<file path="src/rtl/capture_trigger.sv">
// Logic-analyzer capture/trigger stage: synchronizes and decimates the channel word, streams samples
// into a circular buffer and stops a programmed number of samples after a mask/value trigger.
// Optional macro CAPTURE_FORCE_TRIG_EN adds a force_trig input that forces the next PRE strobe to trigger.
module capture_trigger #(
  parameter int WIDTH  = 8,
  parameter int ADDR_W = 12,
  parameter int DIV_W  = 16
) (
  input  logic              clk,
  input  logic              rst_n,
  input  logic              arm,
  input  logic              abort,
  input  logic [DIV_W-1:0]  rate_div,
  input  logic [WIDTH-1:0]  trig_mask,
  input  logic [WIDTH-1:0]  trig_value,
  input  logic              trig_edge,
  input  logic [ADDR_W-1:0] post_count,
  input  logic [WIDTH-1:0]  din,
`ifdef CAPTURE_FORCE_TRIG_EN
  input  logic              force_trig,
`endif
  output logic              wr_en,
  output logic [ADDR_W-1:0] wr_addr,
  output logic [WIDTH-1:0]  wr_data,
  output logic [ADDR_W-1:0] trig_addr,
  output logic              busy,
  output logic              done
);

  typedef enum logic [1:0] {
    ST_IDLE,
    ST_PRE,
    ST_POST,
    ST_DONE
  } state_t;

  state_t            state;
  state_t            next_state;

  logic [WIDTH-1:0]  sync1;
  logic [WIDTH-1:0]  samp;
  logic [DIV_W-1:0]  count;
  logic              prev_match;
  logic [ADDR_W-1:0] remaining;
  logic [ADDR_W-1:0] next_addr;

  logic              active;
  logic              strobe;
  logic              match;
  logic              hit;
  logic              trig_hit;
  logic              do_write;
  logic              do_trig;

  assign active = (state == ST_PRE) || (state == ST_POST);
  // arm/abort pre-empt the strobe of their own cycle so no stale sample leaks into a new capture
  assign strobe = active && (count == rate_div) && !arm && !abort;
  assign match  = ((samp ^ trig_value) & trig_mask) == '0;
  assign hit    = trig_edge ? (match & ~prev_match) : match;

  // wr_addr holds the address of the write on the bus, so the next write lands one past it
  assign next_addr = wr_en ? (wr_addr + ADDR_W'(1)) : wr_addr;

`ifdef CAPTURE_FORCE_TRIG_EN
  logic force_pend;

  assign trig_hit = hit | force_pend | force_trig;

  always_ff @(posedge clk) begin
    if (!rst_n) begin
      force_pend <= 1'b0;
    end else if (abort || arm || (state != ST_PRE)) begin
      force_pend <= 1'b0;
    end else if (strobe) begin
      force_pend <= 1'b0;
    end else if (force_trig) begin
      force_pend <= 1'b1;
    end
  end
`else
  assign trig_hit = hit;
`endif

  assign busy = active;
  assign done = (state == ST_DONE);

  always_ff @(posedge clk) begin
    if (!rst_n) begin
      state <= ST_IDLE;
    end else begin
      state <= next_state;
    end
  end

  always_comb begin
    next_state = state;
    do_write   = 1'b0;
    do_trig    = 1'b0;
    if (abort) begin
      next_state = ST_IDLE;
    end else if (arm) begin
      next_state = ST_PRE;
    end else begin
      case (state)
        ST_PRE: begin
          if (strobe) begin
            do_write = 1'b1;
            if (trig_hit) begin
              do_trig    = 1'b1;
              next_state = (post_count == '0) ? ST_DONE : ST_POST;
            end
          end
        end
        ST_POST: begin
          if (strobe) begin
            do_write = 1'b1;
            if (remaining == ADDR_W'(1)) begin
              next_state = ST_DONE;
            end
          end
        end
        default: begin
          next_state = state;
        end
      endcase
    end
  end

  always_ff @(posedge clk) begin
    if (!rst_n) begin
      sync1      <= '0;
      samp       <= '0;
      count      <= '0;
      prev_match <= 1'b0;
      remaining  <= '0;
      wr_en      <= 1'b0;
      wr_addr    <= '0;
      wr_data    <= '0;
      trig_addr  <= '0;
    end else begin
      sync1 <= din;
      samp  <= sync1;
      if (abort) begin
        wr_en      <= 1'b0;
        count      <= '0;
        prev_match <= 1'b0;
      end else if (arm) begin
        wr_en      <= 1'b0;
        wr_addr    <= '0;
        remaining  <= post_count;
        count      <= '0;
        prev_match <= 1'b0;
      end else begin
        wr_en   <= do_write;
        wr_addr <= next_addr;
        if (do_write) begin
          wr_data <= samp;
        end
        if (do_trig) begin
          trig_addr <= next_addr;
        end
        if (!active || (count == rate_div)) begin
          count <= '0;
        end else begin
          count <= count + DIV_W'(1);
        end
        if (strobe) begin
          prev_match <= match;
        end
        if ((state == ST_POST) && do_write) begin
          remaining <= remaining - ADDR_W'(1);
        end
      end
    end
  end

endmodule

</file>
<file path="config.mk">
export PLATFORM = sky130hd
export DESIGN_NAME = capture_trigger
export DESIGN_NICKNAME = d
export VERILOG_FILES = /design/src/rtl/capture_trigger.sv
export SDC_FILE = /design/constraint.sdc
export NUM_CORES = 1
export LEC_CHECK = 0
export ABC_CLOCK_PERIOD_IN_PS = 6000
export CORE_MARGIN = 5
export CORE_UTILIZATION = 48
export CTS_BUF_LIST = sky130_fd_sc_hd__clkbuf_2
export DETAILED_ROUTE_END_ITERATION = 10
export GPL_TIMING_DRIVEN = 0
export PLACE_DENSITY = 0.88
export SYNTH_ARGS = -nofsm -noshare
export SYNTH_HDL_FRONTEND = slang
export SYNTH_SLANG_ARGS = --single-unit
</file>
<file path="constraint.sdc">
create_clock -name clk -period 6 [get_ports clk]
set_input_delay 0.6 -clock clk [delete_from_list [all_inputs] [get_ports clk]]
set_output_delay 0.6 -clock clk [all_outputs]
set_load 0.02 [all_outputs]
</file>
# After elaboration in Yosys (flattened, before gate mapping)
# Cells that the tools add are included.
# totals
regBits	80
in_bits	57
output_inout_bits	35
elab_cells	78
# op_classes
addsub	3
eq_ne	13
mux	21
bitwise	7
reduce_logical	23
# op_table
op	count
12-bit 2-to-1 mux	4
16-bit by 1-bit adder with 16-bit output, second input constant	1
16-bit equality test	1
12-bit by 1-bit adder with 12-bit output, second input constant	1
12-bit by 1-bit equality test with 1-bit output, second input constant	1
12-bit zero test	1
1-bit 2-to-1 mux	12
12-bit by 1-bit subtractor with 12-bit output, second input constant	1
5-bit AND reduction	2
3-bit inequality test, second input constant	3
8-bit bitwise AND	1
8-bit zero test	1
2-bit 2-to-1 mux	4
8-bit bitwise XOR	1
2-bit inequality test, second input constant	3
3-bit AND reduction	2
2-bit equality test, second input constant	2
1-bit logical AND	4
1-bit inverter	4
2-bit one-hot mux with 2 select lines	1
2-bit nonzero test	2
2-bit OR reduction	2
4-bit OR reduction	1
1-bit zero test	3
8 further kinds	9

# Depth between registers and ports, before layout
# logic_depth
word_depth	12
mapped_depth	7
ltp_nobuf	7

# Worst setup path before layout
# No wires, ideal clock.
# synth_timing
path_type	input -> register
start	input rate_div[6]
end	register remaining[5]
t_arrival_ns	2.182
slack_ns	3.687
path_stages	7
n_path_buf	1
cell_sequence	xor2_1 > nor4_1 > nand4_2 > or3_1 > clkbuf_1 > o311ai_0 > o21ai_1
# synth_via
elab_chain_len	11
# synth_rtl
item	line	text
start, declared	13	input logic [DIV_W-1:0] rate_div,
16-bit equality test	57	assign strobe = active && (count == rate_div) && !arm && !abort;
1-bit logical AND (3 in a row)	57	
1-bit 2-to-1 mux	106, 115	
1-bit 2-to-1 mux	n/a	
1-bit 2-to-1 mux	101	end else if (arm) begin
1-bit 2-to-1 mux	99	if (abort) begin
1-bit logical AND	170	if ((state == ST_POST) && do_write) begin
2-bit nonzero test (no line)	n/a	
2-bit AND reduction (no line)	n/a	
end signal, assigned	150	remaining <= post_count;
end signal, assigned	171	remaining <= remaining - ADDR_W'(1);
end, declared	44	logic [ADDR_W-1:0] remaining;
# Every way passes these cells.
# A chain may end at the register's enable or synchronous reset.

# Worst setup path in the final report
# layout_timing
start	register state[0]
end	output busy
# layout_via
elab_chain_len	2
# layout_rtl
item	line	text
start, declared	37	state_t state;
start signal, assigned	91	state <= next_state;
2-bit by 1-bit equality test with 1-bit output / 2-bit equality test (equally long branches)	55	assign active = (state == ST_PRE) || (state == ST_POST);
1-bit logical OR *	55	
end, declared	26	output logic busy,
# Mark *: on every way between the ends. The rest lies on a longest branch, timed or not.

==> results.yml <==
logic_synthesis:
  yosysWarnings: 0
  ys_top_cells_by_area: "dfxtp_1, xor2_1, nor2_1"
  synth_seq_cells: 80
  ys_types: 51
  syn_area_sq_um: 3800
  ys.flop_type: "dfxtp_1"
  synth_area_leader_cell: "dfxtp_1"
  netlist_instances: 438
  synth_top_area_share_pct: 42.2
  synth_nets: 502
  synth-edff-count: 0
  synth-async-reset-ratio_pct: 0
  synth_seq_area_share_pct: 42.2
  avgSynthCellArea_sq_um: 8.67
detailed_routing:
  ant_nets: 0
  drc: 0
  num_vias: 3551
  vias_per_cell: 5.49
  first_pass_iters: 5
  drt-total-wl_um: 9490
  drt-wirelength-per-cell_um: 14.7
  drt_iter0_drc: 237
worst_hold_path:
  hp-class: "register to register"
  worstHoldPathCells: 1
  min_from: "sync1[5]"
place:
  port_buffers: 91
  place_inst: 631
  place_area_sq_um: 4840
  hpwl_um: 7380
  dp_slack_ns: 2.74
  gp_congestion: 0.903
floorplanning:
  num_rows: 32
  dieArea_sq_um: 9790
  start_util_pct: 49.1
  core_area_sq_um: 7730
  io_pins: 92
  dieWidth_um: 98.9
  dieHeight_um: 98.9
pwr:
  vdd_drop_max_mv: 0.114
  p_leak_uw: 0.00174
  p_per_area_nw_per_um2: 199
run:
  cap_viol_max_count: 0
clock_network:
  cts_tree: "built"
  clock_latency_ns: 0.54
  root_buffer: "clkbuf_2"
  clock-sinks: 80
  cts_hold_buf: 0
  postCtsSetupBuffers: 0
  cts_buffers: 9
  cts-htree-levels: 3
  clkTransAtPathRegs_ns: 0.25
  cts_resized: 0
  clockBufferDepth: 2
finish:
  layout-drive-gt1-share_pct: 4.95
  design_area_sq_um: 4970
  area_growth_pct: 30.8
  register_area_sq_um: 1600
  num-fill-cells: 645
  multi_input_area_sq_um: 2080
  final_nets: 604
  diodes: 0
  fin_cells: 647
setup_path:
  cp-end-kind: "primary output"
  cp-start-kind: "register"
  crit_type: "register to primary output"
  crit_required_ns: 5.40
  reg2reg_from: "samp[3]"
  crit_top_cell: "inv_1"
  arrival_ns: 2.16
  crit_start: "state[0]"
  worstPathMaxFanout: 6
  worstRegToRegCells: 7
  worstPathCellList: "inv_1, ha_1, inv_1, clkdlybuf4s50_1"
  slowest_delay_ns: 0.63
  slowest_stage: "clkdlybuf4s50_1"
sta:
  rsz0062_at_grt: "false"
  setup_viol: 0
  slew_viol_final: 0
  period_needed_ns: 2.76
  tightestPinTransition_ns: 0.757
  finalHoldViolCount: 0
  period_share_pct: 46.0
  tns_ns: 0
  fin_ws_ns: 3.24
  slew_headroom_pct: 49.2
  clock_skew_ns: 0.0328
  fmax_ghz: 0.362
grt:
  grt_max_degree: 17
  grt_overflow: 0
  grt_pass1_vias: 3496
  grt_usage_pct: 18.9
  antenna_found_initial: 0
  grt_pass1_wl_um: 15600
status:
  outcome: "complete, no violations"
## cells by family after synthesis
| logic type | synth area share [%] |
|---|---|
| fa+ha+maj | 2.31 |
| flops | 42.2 |
| buf+inv | 3.13 |
| mux | 2.90 |
| simple gates | 22.5 |
| xor+xnor | 11.3 |
| compound gates | 15.7 |
## layout by cell type (no fill, tap or decap), types with 3 or more instances in the layout
cell	n
clkbuf_1	17
nor3_1	11
a211oi_1	3
or3_1	5
nor4_1	13
nor2b_1	4
inv_1	10
nand3_1	11
clkbuf_2	9
a22oi_1	4
nand4_1	5
nand2_1	28
xor2_1	35
a311oi_1	12
dfxtp_1	80
ha_1	7
clkdlybuf4s50_1	91
and2_1	17
and3_1	7
nand2b_1	3
o22ai_1	4
o21ai_0	18
xnor2_1	14
nor2_1	52
mux2i_1	11
a21oi_1	34
## cell type report
type	instances	area share, %
buffer	20	1.56
clock buffer	9	0.907
clock inverter	7	1.71
inverter	11	0.831
multi-input combinational	327	41.8
sequential	80	32.3
tap	102	2.57
timing repair buffer	91	18.3
## Yosys cell counts, types with 2 or more instances
cell type and instances:
dfxtp_1 80, nor2_1 52, xor2_1 35, a21oi_1 34
nand2_1 28, o21ai_0 18, and2_1 17, clkbuf_1 17
xnor2_1 14, nor4_1 13, a311oi_1 12, mux2i_1 11
nand3_1 11, nor3_1 11, inv_1 10, and3_1 7
ha_1 7, nand4_1 5, or3_1 5, a22oi_1 4
nor2b_1 4, o22ai_1 4, a211oi_1 3, nand2b_1 3
a32oi_1 2, buf_2 2, nand3b_1 2, o211ai_1 2
o21bai_1 2, or2_2 2
## power breakdown
part	total, uW	internal, uW	leakage (uW)	switching [uW]
Clock	316	105	0.0000730	211
Sequential	551	543	0.000649	7.21
Combinational	123	63.5	0.00102	59.1
Total	990	712	0.00174	278
## per-layer routing
layer	vias up	routed length, um	track usage (%)
met5	-	0	0
li1	1752	-	-
met4	0	112	5.46
met2	108	4620	33.4
met1	1676	4110	22.6
met3	15	633	4.67
## critical path: cells and delay by family (launching register included)
kind | cells | cell delay [ns]
buffers and inverters | 3 | 0.82
DFF | 1 | 0.43
adders and majority gates | 1 | 0.40
## state kept, by name (all words and copies together), names as in the netlist
name / count
count: 16
prev_match: 1
remaining: 12
samp: 8
state: 2
sync1: 8
trig_addr: 12
wr_addr: 12
wr_data: 8
wr_en: 1
## worst paths after layout
check / to / slack [ns]
worst max register to register: trig_addr[11] / 3.48
worst max-delay path: busy / 3.24
worst min-delay path: samp[5] / 0.46
worst min register to register: samp[5] / 0.46
## per-stage QoR
stage          hold WS, ns  total power, uW  utilization [%]
3_5_place_dp         0.421              682             62.6
5_1_grt              0.473             1030             64.3
2_1_floorplan        0.412              622                -
4_1_cts              0.469              994             64.3
6_report             0.460              990             64.3
3_3_place_gp         0.418              679             62.6
Note: power is estimated with default switching activity, not from simulation.
